===== config.mk =====
export PLATFORM = sky130hd
export DESIGN_NAME = stream_traffic_generator
export DESIGN_NICKNAME = d
export VERILOG_FILES = /design/src/rtl/stream_traffic_generator.sv
export SDC_FILE = /design/constraint.sdc
export NUM_CORES = 1
export LEC_CHECK = 0
export BUFFER_PORTS_ARGS = -buffer_cell sky130_fd_sc_hd__buf_2
export CAP_MARGIN = 20
export CELL_PAD_IN_SITES_DETAIL_PLACEMENT = 0
export CELL_PAD_IN_SITES_GLOBAL_PLACEMENT = 1
export CORE_ASPECT_RATIO = 1.2
export CORE_MARGIN = 1
export CORE_UTILIZATION = 35
export CTS_CLUSTER_SIZE = 28
export DETAILED_ROUTE_END_ITERATION = 6
export PLACE_DENSITY = 0.66
export SLEW_MARGIN = 20
export SYNTH_ARGS = -nofsm -noshare
export SYNTH_HDL_FRONTEND = slang
export SYNTH_SLANG_ARGS = --single-unit

===== constraint.sdc =====
create_clock -name aclk -period 5.2 [get_ports aclk]
set_input_delay 0.26 -clock aclk [delete_from_list [all_inputs] [get_ports aclk]]
set_output_delay 0.26 -clock aclk [all_outputs]
set_load 0.05 [all_outputs]

===== src/rtl/stream_traffic_generator.sv =====
// AXI-Stream traffic generator: emits N beats (or an endless stream when N=0)
// of a selectable data pattern, with an optional idle gap after each beat,
// TLAST framing every PACKET_LEN beats and an accepted-beat counter.
//
// state | meaning
// IDLE  | after reset, waiting for a start edge
// SEND  | beat presented on the stream, waiting for acceptance
// GAP   | idle cycles between beats, TVALID low
// DONE  | run finished or stopped, done high until the next start
module stream_traffic_generator #(
    parameter int unsigned PACKET_LEN = 16,
    parameter logic [31:0] LFSR_SEED  = 32'hACE1_ACE1
) (
    input  logic         aclk,
    input  logic         resetn,
    input  logic [31:0]  command,
    output logic         M00_AXIS_TVALID,
    output logic [127:0] M00_AXIS_TDATA,
    output logic         M00_AXIS_TLAST,
    input  logic         M00_AXIS_TREADY,
    output logic [31:0]  sent_count,
    output logic         busy,
    output logic         done
);

    typedef enum logic [1:0] {IDLE, SEND, GAP, DONE} state_t;

    localparam logic [15:0] PLEN = 16'(PACKET_LEN);

    state_t      state;
    logic        start_q;
    logic        stop_seen;
    logic [1:0]  pattern;
    logic [7:0]  gap_len;
    logic [7:0]  gap_cnt;
    logic [15:0] beat_total;
    logic [31:0] idx;       // 0-based index of the beat currently presented
    logic [15:0] pkt_pos;   // 1-based position of that beat inside its packet
    logic [31:0] lfsr;

    logic        start_evt;
    logic        accept;
    logic        stop_now;
    logic        last_beat;
    logic [31:0] nxt_idx;
    logic [15:0] nxt_pos;
    logic [31:0] nxt_lfsr;
    logic        nxt_last;
    logic        unused_bits;

    // Galois LFSR, polynomial x^32+x^22+x^2+x+1, right-shifting
    function automatic logic [31:0] lfsr_step(input logic [31:0] s);
        return {1'b0, s[31:1]} ^ (s[0] ? 32'h8020_0003 : 32'h0000_0000);
    endfunction

    function automatic logic [127:0] beat_data(input logic [1:0] pat,
                                               input logic [31:0] i,
                                               input logic [31:0] l);
        case (pat)
            2'b00:   return {4{i}};
            2'b01:   return {4{l}};
            2'b10:   return {128{1'b1}};
            default: return 128'd0;
        endcase
    endfunction

    assign unused_bits = ^command[27:24];

    assign start_evt = command[31] & ~start_q & ~command[30] &
                       ((state == IDLE) || (state == DONE));
    assign accept    = M00_AXIS_TVALID & M00_AXIS_TREADY;
    assign stop_now  = command[30] | stop_seen;
    assign nxt_idx   = idx + 32'd1;
    assign nxt_pos   = (pkt_pos == PLEN) ? 16'd1 : pkt_pos + 16'd1;
    assign nxt_lfsr  = lfsr_step(lfsr);
    assign last_beat = (beat_total != 16'd0) && (nxt_idx == {16'h0000, beat_total});
    assign nxt_last  = (nxt_pos == PLEN) ||
                       ((beat_total != 16'd0) && ((nxt_idx + 32'd1) == {16'h0000, beat_total}));

    // Sequencer: start/stop handling, beat generation and registered outputs
    always_ff @(posedge aclk or negedge resetn) begin
        if (!resetn) begin
            state           <= IDLE;
            start_q         <= 1'b1;
            stop_seen       <= 1'b0;
            pattern         <= 2'b00;
            gap_len         <= 8'd0;
            gap_cnt         <= 8'd0;
            beat_total      <= 16'd0;
            idx             <= 32'd0;
            pkt_pos         <= 16'd1;
            lfsr            <= LFSR_SEED;
            M00_AXIS_TVALID <= 1'b0;
            M00_AXIS_TDATA  <= 128'd0;
            M00_AXIS_TLAST  <= 1'b0;
            sent_count      <= 32'd0;
            busy            <= 1'b0;
            done            <= 1'b0;
        end else begin
            start_q <= command[31];
            case (state)
                IDLE, DONE: begin
                    if (start_evt) begin
                        state           <= SEND;
                        pattern         <= command[29:28];
                        gap_len         <= command[23:16];
                        beat_total      <= command[15:0];
                        stop_seen       <= 1'b0;
                        idx             <= 32'd0;
                        pkt_pos         <= 16'd1;
                        lfsr            <= LFSR_SEED;
                        sent_count      <= 32'd0;
                        M00_AXIS_TVALID <= 1'b1;
                        M00_AXIS_TDATA  <= beat_data(command[29:28], 32'd0, LFSR_SEED);
                        M00_AXIS_TLAST  <= (PLEN == 16'd1) || (command[15:0] == 16'd1);
                        busy            <= 1'b1;
                        done            <= 1'b0;
                    end
                end
                SEND: begin
                    if (command[30]) begin
                        stop_seen <= 1'b1;
                    end
                    if (accept) begin
                        if (sent_count != 32'hFFFF_FFFF) begin
                            sent_count <= sent_count + 32'd1;
                        end
                        if (stop_now || last_beat) begin
                            state           <= DONE;
                            M00_AXIS_TVALID <= 1'b0;
                            M00_AXIS_TLAST  <= 1'b0;
                            busy            <= 1'b0;
                            done            <= 1'b1;
                        end else begin
                            idx            <= nxt_idx;
                            pkt_pos        <= nxt_pos;
                            lfsr           <= nxt_lfsr;
                            M00_AXIS_TDATA <= beat_data(pattern, nxt_idx, nxt_lfsr);
                            M00_AXIS_TLAST <= nxt_last;
                            if (gap_len != 8'd0) begin
                                state           <= GAP;
                                gap_cnt         <= gap_len;
                                M00_AXIS_TVALID <= 1'b0;
                            end
                        end
                    end
                end
                GAP: begin
                    if (command[30]) begin
                        state <= DONE;
                        busy  <= 1'b0;
                        done  <= 1'b1;
                    end else if (gap_cnt == 8'd1) begin
                        state           <= SEND;
                        M00_AXIS_TVALID <= 1'b1;
                    end else begin
                        gap_cnt <= gap_cnt - 8'd1;
                    end
                end
                default: state <= IDLE;
            endcase
        end
    end

endmodule


* Yosys cells after proc, flatten, opt, wreduce, memory -nomap -nowiden
Index checks and enable logic that the tools add are counted.
Widths: inputs -> output; s select.
** Cells by class
- Bitwise logic cells :: 8
- Multiplexer cells :: 57
- Equal/unequal tests :: 27
- $add $sub $neg :: 5
- Reductions and logical operators :: 21
** Operator list (count)
- $pmux 128 s2 :: 2
- $mux 128 :: 3
- $pmux 128 s3 :: 1
- $mux 32 :: 9
- $pmux 32 s2 :: 3
- $add 32x1->32 const B :: 3
- $eq 32x16->1 :: 2
- $mux 16 :: 4
- $mux 8 :: 5
- $eq 16x5->1 const B :: 2
- $ne 32x32->1 const B :: 1
- $pmux 16 s2 :: 1
- $xor 31x32->32 :: 1
- $ne 2x2->1 const B :: 11
- $add 16x1->16 const B :: 1
- $eq 16x1->1 const B :: 1
- $mux 1 :: 16
- $pmux 8 s2 :: 1
- $reduce_and 4->1 :: 4
- $reduce_bool 16->1 :: 1
- $mux 2 :: 6
- $pmux 1 s3 :: 3
- $eq 2x2->1 const B :: 4
- $eq 8x1->1 const B :: 1
- other kinds (18) :: 32
** Storage, ports and cells
- Output and inout bits :: 164
- Input port bits :: 35
- Register bits after elaboration :: 282
- Word-level logic and storage cells :: 134

* Longest topological paths before layout
Gate-level depths: netlist (run 1).
- Word-level depth :: 8
- Depth in mapped cells :: 15
- Mapped depth without buffers :: 11

* Worst setup path before layout (run 1)
No wires, ideal clock.
- Path kind :: register -> register
- Start point :: register idx[1]
- End point :: register state[1]
- Buffers on the path :: 3
- Cell stages (with the launch flop) :: 14
- Setup time :: 128 ps
- Setup slack :: 1455 ps
- Period minus slack after synthesis :: 3745 ps
- Required time :: 5072 ps
- Arrival time :: 3618 ps
- Path through :: dfrtp_1 > clkbuf_2 > nand3_1 > or4_1 > buf_2 > o21a_1 > or2_1 > or4_1 > or4_4 > nand2_4 > buf_6 > o21ai_2 > a31oi_4 > mux2_1
** Between the ends
- Cells in the longest elaborated chain, start to end :: 7
- Elaborated cells on any way between the ends :: 9
- Classes of those cells :: add/sub (1); eq/ne (2); mux (3); reduce/logical (3)
** Ends and longest elaborated chain
- from (decl) :: line 37 : logic [31:0] idx;
- from (signal assigned) :: line 135 : idx <= nxt_idx;
- $add 32x1->32 (*) :: line 73 : assign nxt_idx = idx + 32'd1;
- $eq 32x16->1 (*) :: line 76 : assign last_beat = (beat_total != 16'd0) && (nxt_idx == {16'h0000, beat_total});
- $logic_and 1x1->1 (*) :: line 76
- $logic_or 1x1->1 (*) :: line 128 : if (stop_now || last_beat) begin
- $mux 2 :: line 128
- $mux 2 :: line 124 : if (accept) begin
- $pmux 2 s3 :: line 101 : case (state)
- to (signal assigned) :: line 104 : state <= SEND;
- to (signal assigned) :: line 129 : state <= DONE;
- to (signal assigned) :: line 141 : state <= GAP;
- to (decl) :: line 30 : state_t state;
Mark *: on every way between the ends. The rest lies on a longest branch, timed or not. The select of a mux whose other input is x is not followed.
A chain may end at the register's enable or synchronous reset.

* Worst setup path after layout (run 1)
- Start point :: register idx[7]
- End point :: register M00_AXIS_TDATA[103]
** Between the ends
- Cells in the longest elaborated chain, start to end :: 6
- Elaborated cells on any way between the ends :: 10
- Classes of those cells :: add/sub (1); eq/ne (2); mux (4); reduce/logical (3)
** Ends and longest elaborated chain
- $add 32x1->32 (*) :: line 73
- $eq 32x16->1 :: line 76
- $logic_and 1x1->1 :: line 76
- $logic_or 1x1->1 :: line 128
- $ne 2x2->1 (no source line)
- $reduce_and 4->1 (no source line)
- to (signal assigned) :: line 114 : M00_AXIS_TDATA <= beat_data(command[29:28], 32'd0, LFSR_SEED);
- to (signal assigned) :: line 138 : M00_AXIS_TDATA <= beat_data(pattern, nxt_idx, nxt_lfsr);
- to (decl) :: line 18 : output logic [127:0] M00_AXIS_TDATA,
Marked as above.

==> results.md, run 1 <==
* Outcome: complete, no violations
* Switching Fraction at 0.5361
* Buf/Inv on CP at 1
* Asr flop ratio synth at 1.000
* Worst-path clk slew at 0.08 ns
* Predominant post-synthesis flop cell: dfrtp_1
* Post-layout min period at 4.450 ns
* Clock Tree Buf Depth at 2
* Cell family with most CP delay: simple AND/OR/NAND/NOR gates
* Via count at 10260
* Peak supply drop at 0.0005194 V
* Number of synthesized register bits at 186
* Pwr dens at 609.5 nW/um2
* Clk_lat worst skew at 0.45 ns
* Max Cap Viol at 0
* Die width at 171.1 um
* Synthesis Warnings at 0
* Internal power at 3.791 mW
* Diode count at 0
* Largest net degree at the start of global routing at 97
* Post-CTS Setup Inserts at 0
* Routed Antenna Nets at 0
* M2 GR Usage at 0.3434
* Worst Hold Class: in2reg
* # clock sinks at 186
* Number of flops mapped to enable cells by yosys at 0
* Period utilization at 0.8557
* Core ar. at 33430 um2
* Logic pwr share at 0.543
* Detailed Routing Iterations Pass 1 at 5
* Most common library cell in the layout ignoring fill and taps: buf_2
* Power, Total at 8.173 mW
* Crit path DAT at 4.80 ns
* Worst path required time at 5.55 ns
* Critical Path Start Type: flip-flop
* Final Wtd Congestion at 0.8418
* Crit-path most repeated cell: or4_1
* Post-layout nets at 1491
* Final Non-Filler Cells at 1909
* Synthesized net count at 1424
* Die area at 35070 um2
* Grt ovf at 0
* CTS tree: built
* Initial Util at 0.3593
* Hold Vio Cnt, Final at 0
* Register area at 4677 um2
* Syn_area_per_cell at 8.710 um2
* CP max stage delay at 0.75 ns
* Initial detailed-routing violation count at 635
* Maximum net fanout on the critical path at 30
* IO buf count at 194
* P&R area growth vs syn at 11.64%
* Initial antenna violation count at 1
* Fin util at 0.4011
* Routed vias/inst at 5.376
* Vias in the first global route at 9591
* Global route hottest layer: met2
* Relative slew margins at 0.3816
* Pre-CTS WS at 0.7947 ns
* Multi-input gate area at 6096 um2
* Lkg Pwr at 6.029 nW
* Cell area after synthesis at 12010 um2
* Worst-Margin Slew at 0.9255 ns
* Cells along the critical path: nand4_1 > or4_1 > o21a_1 > or2_1 > or4_1 > or4_4 > nand2_4 > a21o_4 > buf_12 > a311oi_1 > a21o_1
* H-tree depth at 4
* I/O pin count at 199
* HPWL after DPL at 24450 um
* Critical path capture point type: flip-flop
* Met3 usage at 0.02956
* # setup viols final at 0
* Fin Setup TNS at 0 ns
* Total CTS buffers at 17
* Sequential fraction of the synthesis area at 0.3894
* Num rows at 73
* Max Clock Freq at 0.2247 GHz
* First-pass GRT wire length at 54160 um
* Reg power frac at 0.288
* Worst Clk Skew at 0.01524 ns
* RSZ-0062 raised after global routing: no
* R2r setup slk at 0.75 ns
* Synth cell types at 78
* Root Buffer: clkbuf_16
* Crit path max-delay cell type: or4_1
* Met1 usage at 0.2581
* Routed wire length at 34100 um
* Fillers at 3441
* Placed instance count at 1874
* Power share of the clock group at 0.168
* Share of layout cells above drive strength 1 at 0.2248
* Leading cell types in the layout, fill and taps excluded: buf_2, dfrtp_1, nand2_1
* Drt drc at 0
* Slew Limit Fails at 0
* Avg WL per Cell at 17.86 um
* Worst setup margin at 0.7502 ns
* Die Span Y at 204.9 um
* NetSw at 4.382 mW
* Setup Crit Path Kind: reg2reg
* GRT Total Usage at 0.1998
* Synth Instances at 1379
[metrics by stage]
| step | area [um2] | hold WS, ns |
|---|---|---|
| 6_report | 13410 | 0.03119 |
| 5_1_grt | 13410 | 0.02534 |
| 2_1_floorplan | 12010 | -0.03559 |
| 3_3_place_gp | 12760 | 0.3942 |
| 3_5_place_dp | 12760 | 0.3908 |
| 4_1_cts | 13400 | 0.01473 |
[registers in the layout, indices dropped and copies added (netlist names)]
name	flops
M00_AXIS_TDATA	32
idx	32
lfsr	32
sent_count	32
beat_total	16
pkt_pos	16
gap_cnt	8
gap_len	8
pattern	2
state	2
M00_AXIS_TLAST	1
M00_AXIS_TVALID	1
busy	1
done	1
start_q	1
stop_seen	1
[synthesized netlist by cell type, types with 34 or more instances]
| cell | number | area share |
|---|---|---|
| xor2_1 | 37 | 0.027 |
| xnor2_1 | 49 | 0.036 |
| clkbuf_1 | 56 | 0.017 |
| inv_1 | 41 | 0.013 |
| a21oi_1 | 48 | 0.020 |
| nor4_1 | 34 | 0.018 |
| nand3_1 | 49 | 0.020 |
| o21ai_0 | 123 | 0.051 |
| dfrtp_1 | 168 | 0.35 |
| nor2_1 | 83 | 0.026 |
| buf_4 | 99 | 0.062 |
| nand2_1 | 139 | 0.043 |
[power by group through the flow]
| stage | combinational (mW) | clock (mW) | sequential, mW |
|---|---|---|---|
| floorplan | 3.38 | 0 | 2.74 |
| global placement | 4.45 | 0 | 2.38 |
| detailed placement | 4.47 | 0 | 2.39 |
| CTS | 4.48 | 1.42 | 2.37 |
| global route | 4.79 | 1.47 | 2.45 |
| finish | 4.44 | 1.38 | 2.36 |
[layout make-up]
cell class	instances	share of cell area
multi-input combinational	970	0.4546
clock inverter	15	0.01428
timing repair buffer	230	0.09714
sequential	186	0.3488
inverter	41	0.01148
tap	450	0.04199
clock buffer	17	0.03173
[worst register-to-register path: cells and delay by family, from the launching register on]
kind,cells,cell delay [ns]
buffers and inverters,1,0.22
and+or+nand+nor,6,2.76
DFF,1,0.55
AOI/OAI and AO/OA,4,0.83
[repair_timing]
action	4_1_cts	5_1_grt
endpoints found under the hold margin	79	0
resized for setup	0	0
hold buffers	2	0
[cells by family after synthesis]
group / after synthesis / synth area share
AO/OA/AOI/OAI: 340 / 0.1790
XOR/XNOR: 90 / 0.07021
adder cells (fa/ha/maj): 10 / 0.01042
buffers and inverters: 223 / 0.1058
flip-flops: 186 / 0.3894
multiplexers: 33 / 0.03021
AND/OR/NAND/NOR: 497 / 0.2150
[routing by layer]
metal  routed length [um]  share of wire
met4                  468          0.014
met2                17180           0.50
met3                 1340          0.039
met5                    8        0.00023
met1                15090           0.44
[final timing paths]
path,end,from,cells past startpoint
worst min-delay path,gap_len[4]$_DFFE_PN0P_,command[20],2
max in group asynchronous,idx[13]$_DFFE_PN0P_,resetn,3
worst max-delay path,M00_AXIS_TDATA[103]$_DFFE_PN0P_,idx[7]$_DFFE_PN0P_,11
worst min register to register,lfsr[31]$_DFFE_PN1P_,lfsr[31]$_DFFE_PN1P_,2
min in group asynchronous,sent_count[8]$_DFFE_PN0P_,resetn,2
worst max register to register,M00_AXIS_TDATA[103]$_DFFE_PN0P_,idx[7]$_DFFE_PN0P_,11
No activity file was read; power rests on OpenSTA's default activity.
==> run 2: changes to the inputs <==
--- a/config.mk
+++ b/config.mk
@@ -15,6 +15,7 @@
 export CTS_CLUSTER_SIZE = 28
 export DETAILED_ROUTE_END_ITERATION = 6
 export PLACE_DENSITY = 0.66
+export RECOVER_POWER = 50
 export SLEW_MARGIN = 20
 export SYNTH_ARGS = -nofsm -noshare
 export SYNTH_HDL_FRONTEND = slang
==> results.md, run 2 (synthesis gave the netlist of run 1 again) <==
* Routed Antenna Nets at 0
* Num rows at 73
* H-tree depth at 4
* Root Buffer: clkbuf_16
* Setup Crit Path Kind: reg2reg
* Largest net degree at the start of global routing at 97
* Detailed Routing Iterations Pass 1 at 5
* Leading cell types in the layout, fill and taps excluded: dfrtp_1, clkbuf_1, nand2_1
* Max Clock Freq at 0.2247 GHz
* Routed wire length at 34070 um
* HPWL after DPL at 24450 um
* Die width at 171.1 um
* Die area at 35070 um2
* Critical Path Start Type: flip-flop
* Diode count at 0
* Period utilization at 0.8557
* Initial detailed-routing violation count at 655
* Critical path capture point type: flip-flop
* Drt drc at 0
* Hold Vio Cnt, Final at 0
* Post-CTS Setup Inserts at 0
* Post-layout min period at 4.450 ns
* RSZ-0062 raised after global routing: no
* GRT Total Usage at 0.1998
* Max Cap Viol at 1
* I/O pin count at 199
* Failing checks: max-capacitance violations, max-slew violations
* First-pass GRT wire length at 54160 um
* Core ar. at 33430 um2
* Worst-Margin Slew at 2.467 ns
* CTS tree: built
* Fillers at 3508
* Outcome: finished, violations left
* Clock Tree Buf Depth at 2
* Most common library cell in the layout ignoring fill and taps: dfrtp_1
* Total CTS buffers at 17
* Grt ovf at 0
* Worst path required time at 5.49 ns
* IO buf count at 194
* Vias in the first global route at 9591
* Relative slew margins at -0.6447
* Lkg Pwr at 5.437 nW
* Post-layout nets at 1491
* CTS-repair resized insts at 0
* Die Span Y at 204.9 um
* Share of layout cells above drive strength 1 at 0.1117
* Reg-to-Reg Start: idx[3]$_DFFE_PN0P_
* Initial Util at 0.3593
* # clock sinks at 186
* Clk_lat worst skew at 0.45 ns
* Worst Hold Class: in2reg
* CP Launch Point: idx[3]$_DFFE_PN0P_
* Initial antenna violation count at 1
* Hold_sp: command[20]
* Routed vias/inst at 5.346
* Peak supply drop at 0.0004838 V
* Crit path DAT at 4.74 ns
* Maximum net fanout on the critical path at 14
* Fin Setup TNS at 0 ns
* Post-CTS Hold Buffers at 2
* Pwr dens at 610.5 nW/um2
* Worst Clk Skew at 0.01540 ns
* Power, Total at 8.055 mW
* Worst-path clk slew at 0.08 ns
* Final Wtd Congestion at 0.8418
* Via count at 10210
* P&R area growth vs syn at 9.844%
* Avg WL per Cell at 17.85 um
* # setup viols final at 0
* Slew Limit Fails at 96
[run 2: cell types whose count changed in the layout (fill, tap and decap cells not counted)]
cell      previous run  this run
clkbuf_8             1         0
clkbuf_2             1         2
clkbuf_1             0       165
buf_2              193        28
[run 2: per-layer routing]
metal,share of wire,vias to the layer above,global-route usage
met5,0.00023,-,0
met4,0.015,2,0.05708
met1,0.44,4961,0.2581
li1,-,4968,-
met3,0.042,32,0.02956
met2,0.50,243,0.3434
[run 2: per-stage QoR]
stage / cell area, um2 / utilization / setup slack [ns] / hold WS, ns / std cells
finish: 13190 / 0.3947 / 0.7503 / 0.03098 / 1909
global route: 13190 / 0.3947 / 0.4707 / 0.02534 / 1909
CTS: 13400 / 0.4009 / 0.7408 / 0.01473 / 1908
detailed placement: 12760 / 0.3818 / 0.7947 / 0.3908 / 1874
global placement: 12760 / 0.3818 / 0.7921 / 0.3942 / 1874
floorplan: 12010 / - / 1.455 / -0.03559 / 1379
[run 2: path summary, 6_finish.rpt]
kind / depth (start not counted) / end / slack, ns
max reg2reg: 13 / M00_AXIS_TLAST$_DFFE_PN0P_ / 0.75
min reg2reg: 2 / lfsr[31]$_DFFE_PN1P_ / 0.49
min in group asynchronous: 2 / sent_count[8]$_DFFE_PN0P_ / 1.06
max: 13 / M00_AXIS_TLAST$_DFFE_PN0P_ / 0.75
min: 2 / gap_len[4]$_DFFE_PN0P_ / 0.03
max in group asynchronous: 3 / idx[13]$_DFFE_PN0P_ / 2.65
[run 2: worst max-delay path, stage by stage, from the launching register on]
cell      delay, ns
dfrtp_1        0.65
nand4_1        0.24
buf_4          0.24
nor3_1         0.53
o32ai_1        0.27
clkbuf_2       0.23
nand4b_1       0.37
nor4_1         0.31
buf_4          0.20
nand2_1        0.06
xor2_1         0.17
nor4_1         0.38
nand4_1        0.15
o31ai_1        0.49
[run 2: cell type report]
type	instances	area, um2	share of cell area
Clock buffer	17	425.4	0.03224
Clock inverter	15	191.4	0.01451
Inverter	41	153.9	0.01166
Multi-Input combinational cell	970	6096	0.4620
Sequential cell	186	4677	0.3545
Tap cell	450	563.0	0.04267
Timing Repair Buffer	230	1087	0.08241
[run 2: report_power, final]
part | switching [mW] | internal (mW) | total [mW] | leakage (nW)
Combinational | 3.22 | 1.09 | 4.31 | 2.74
Sequential | 0.461 | 1.91 | 2.37 | 2.40
Clock | 0.714 | 0.662 | 1.38 | 0.299
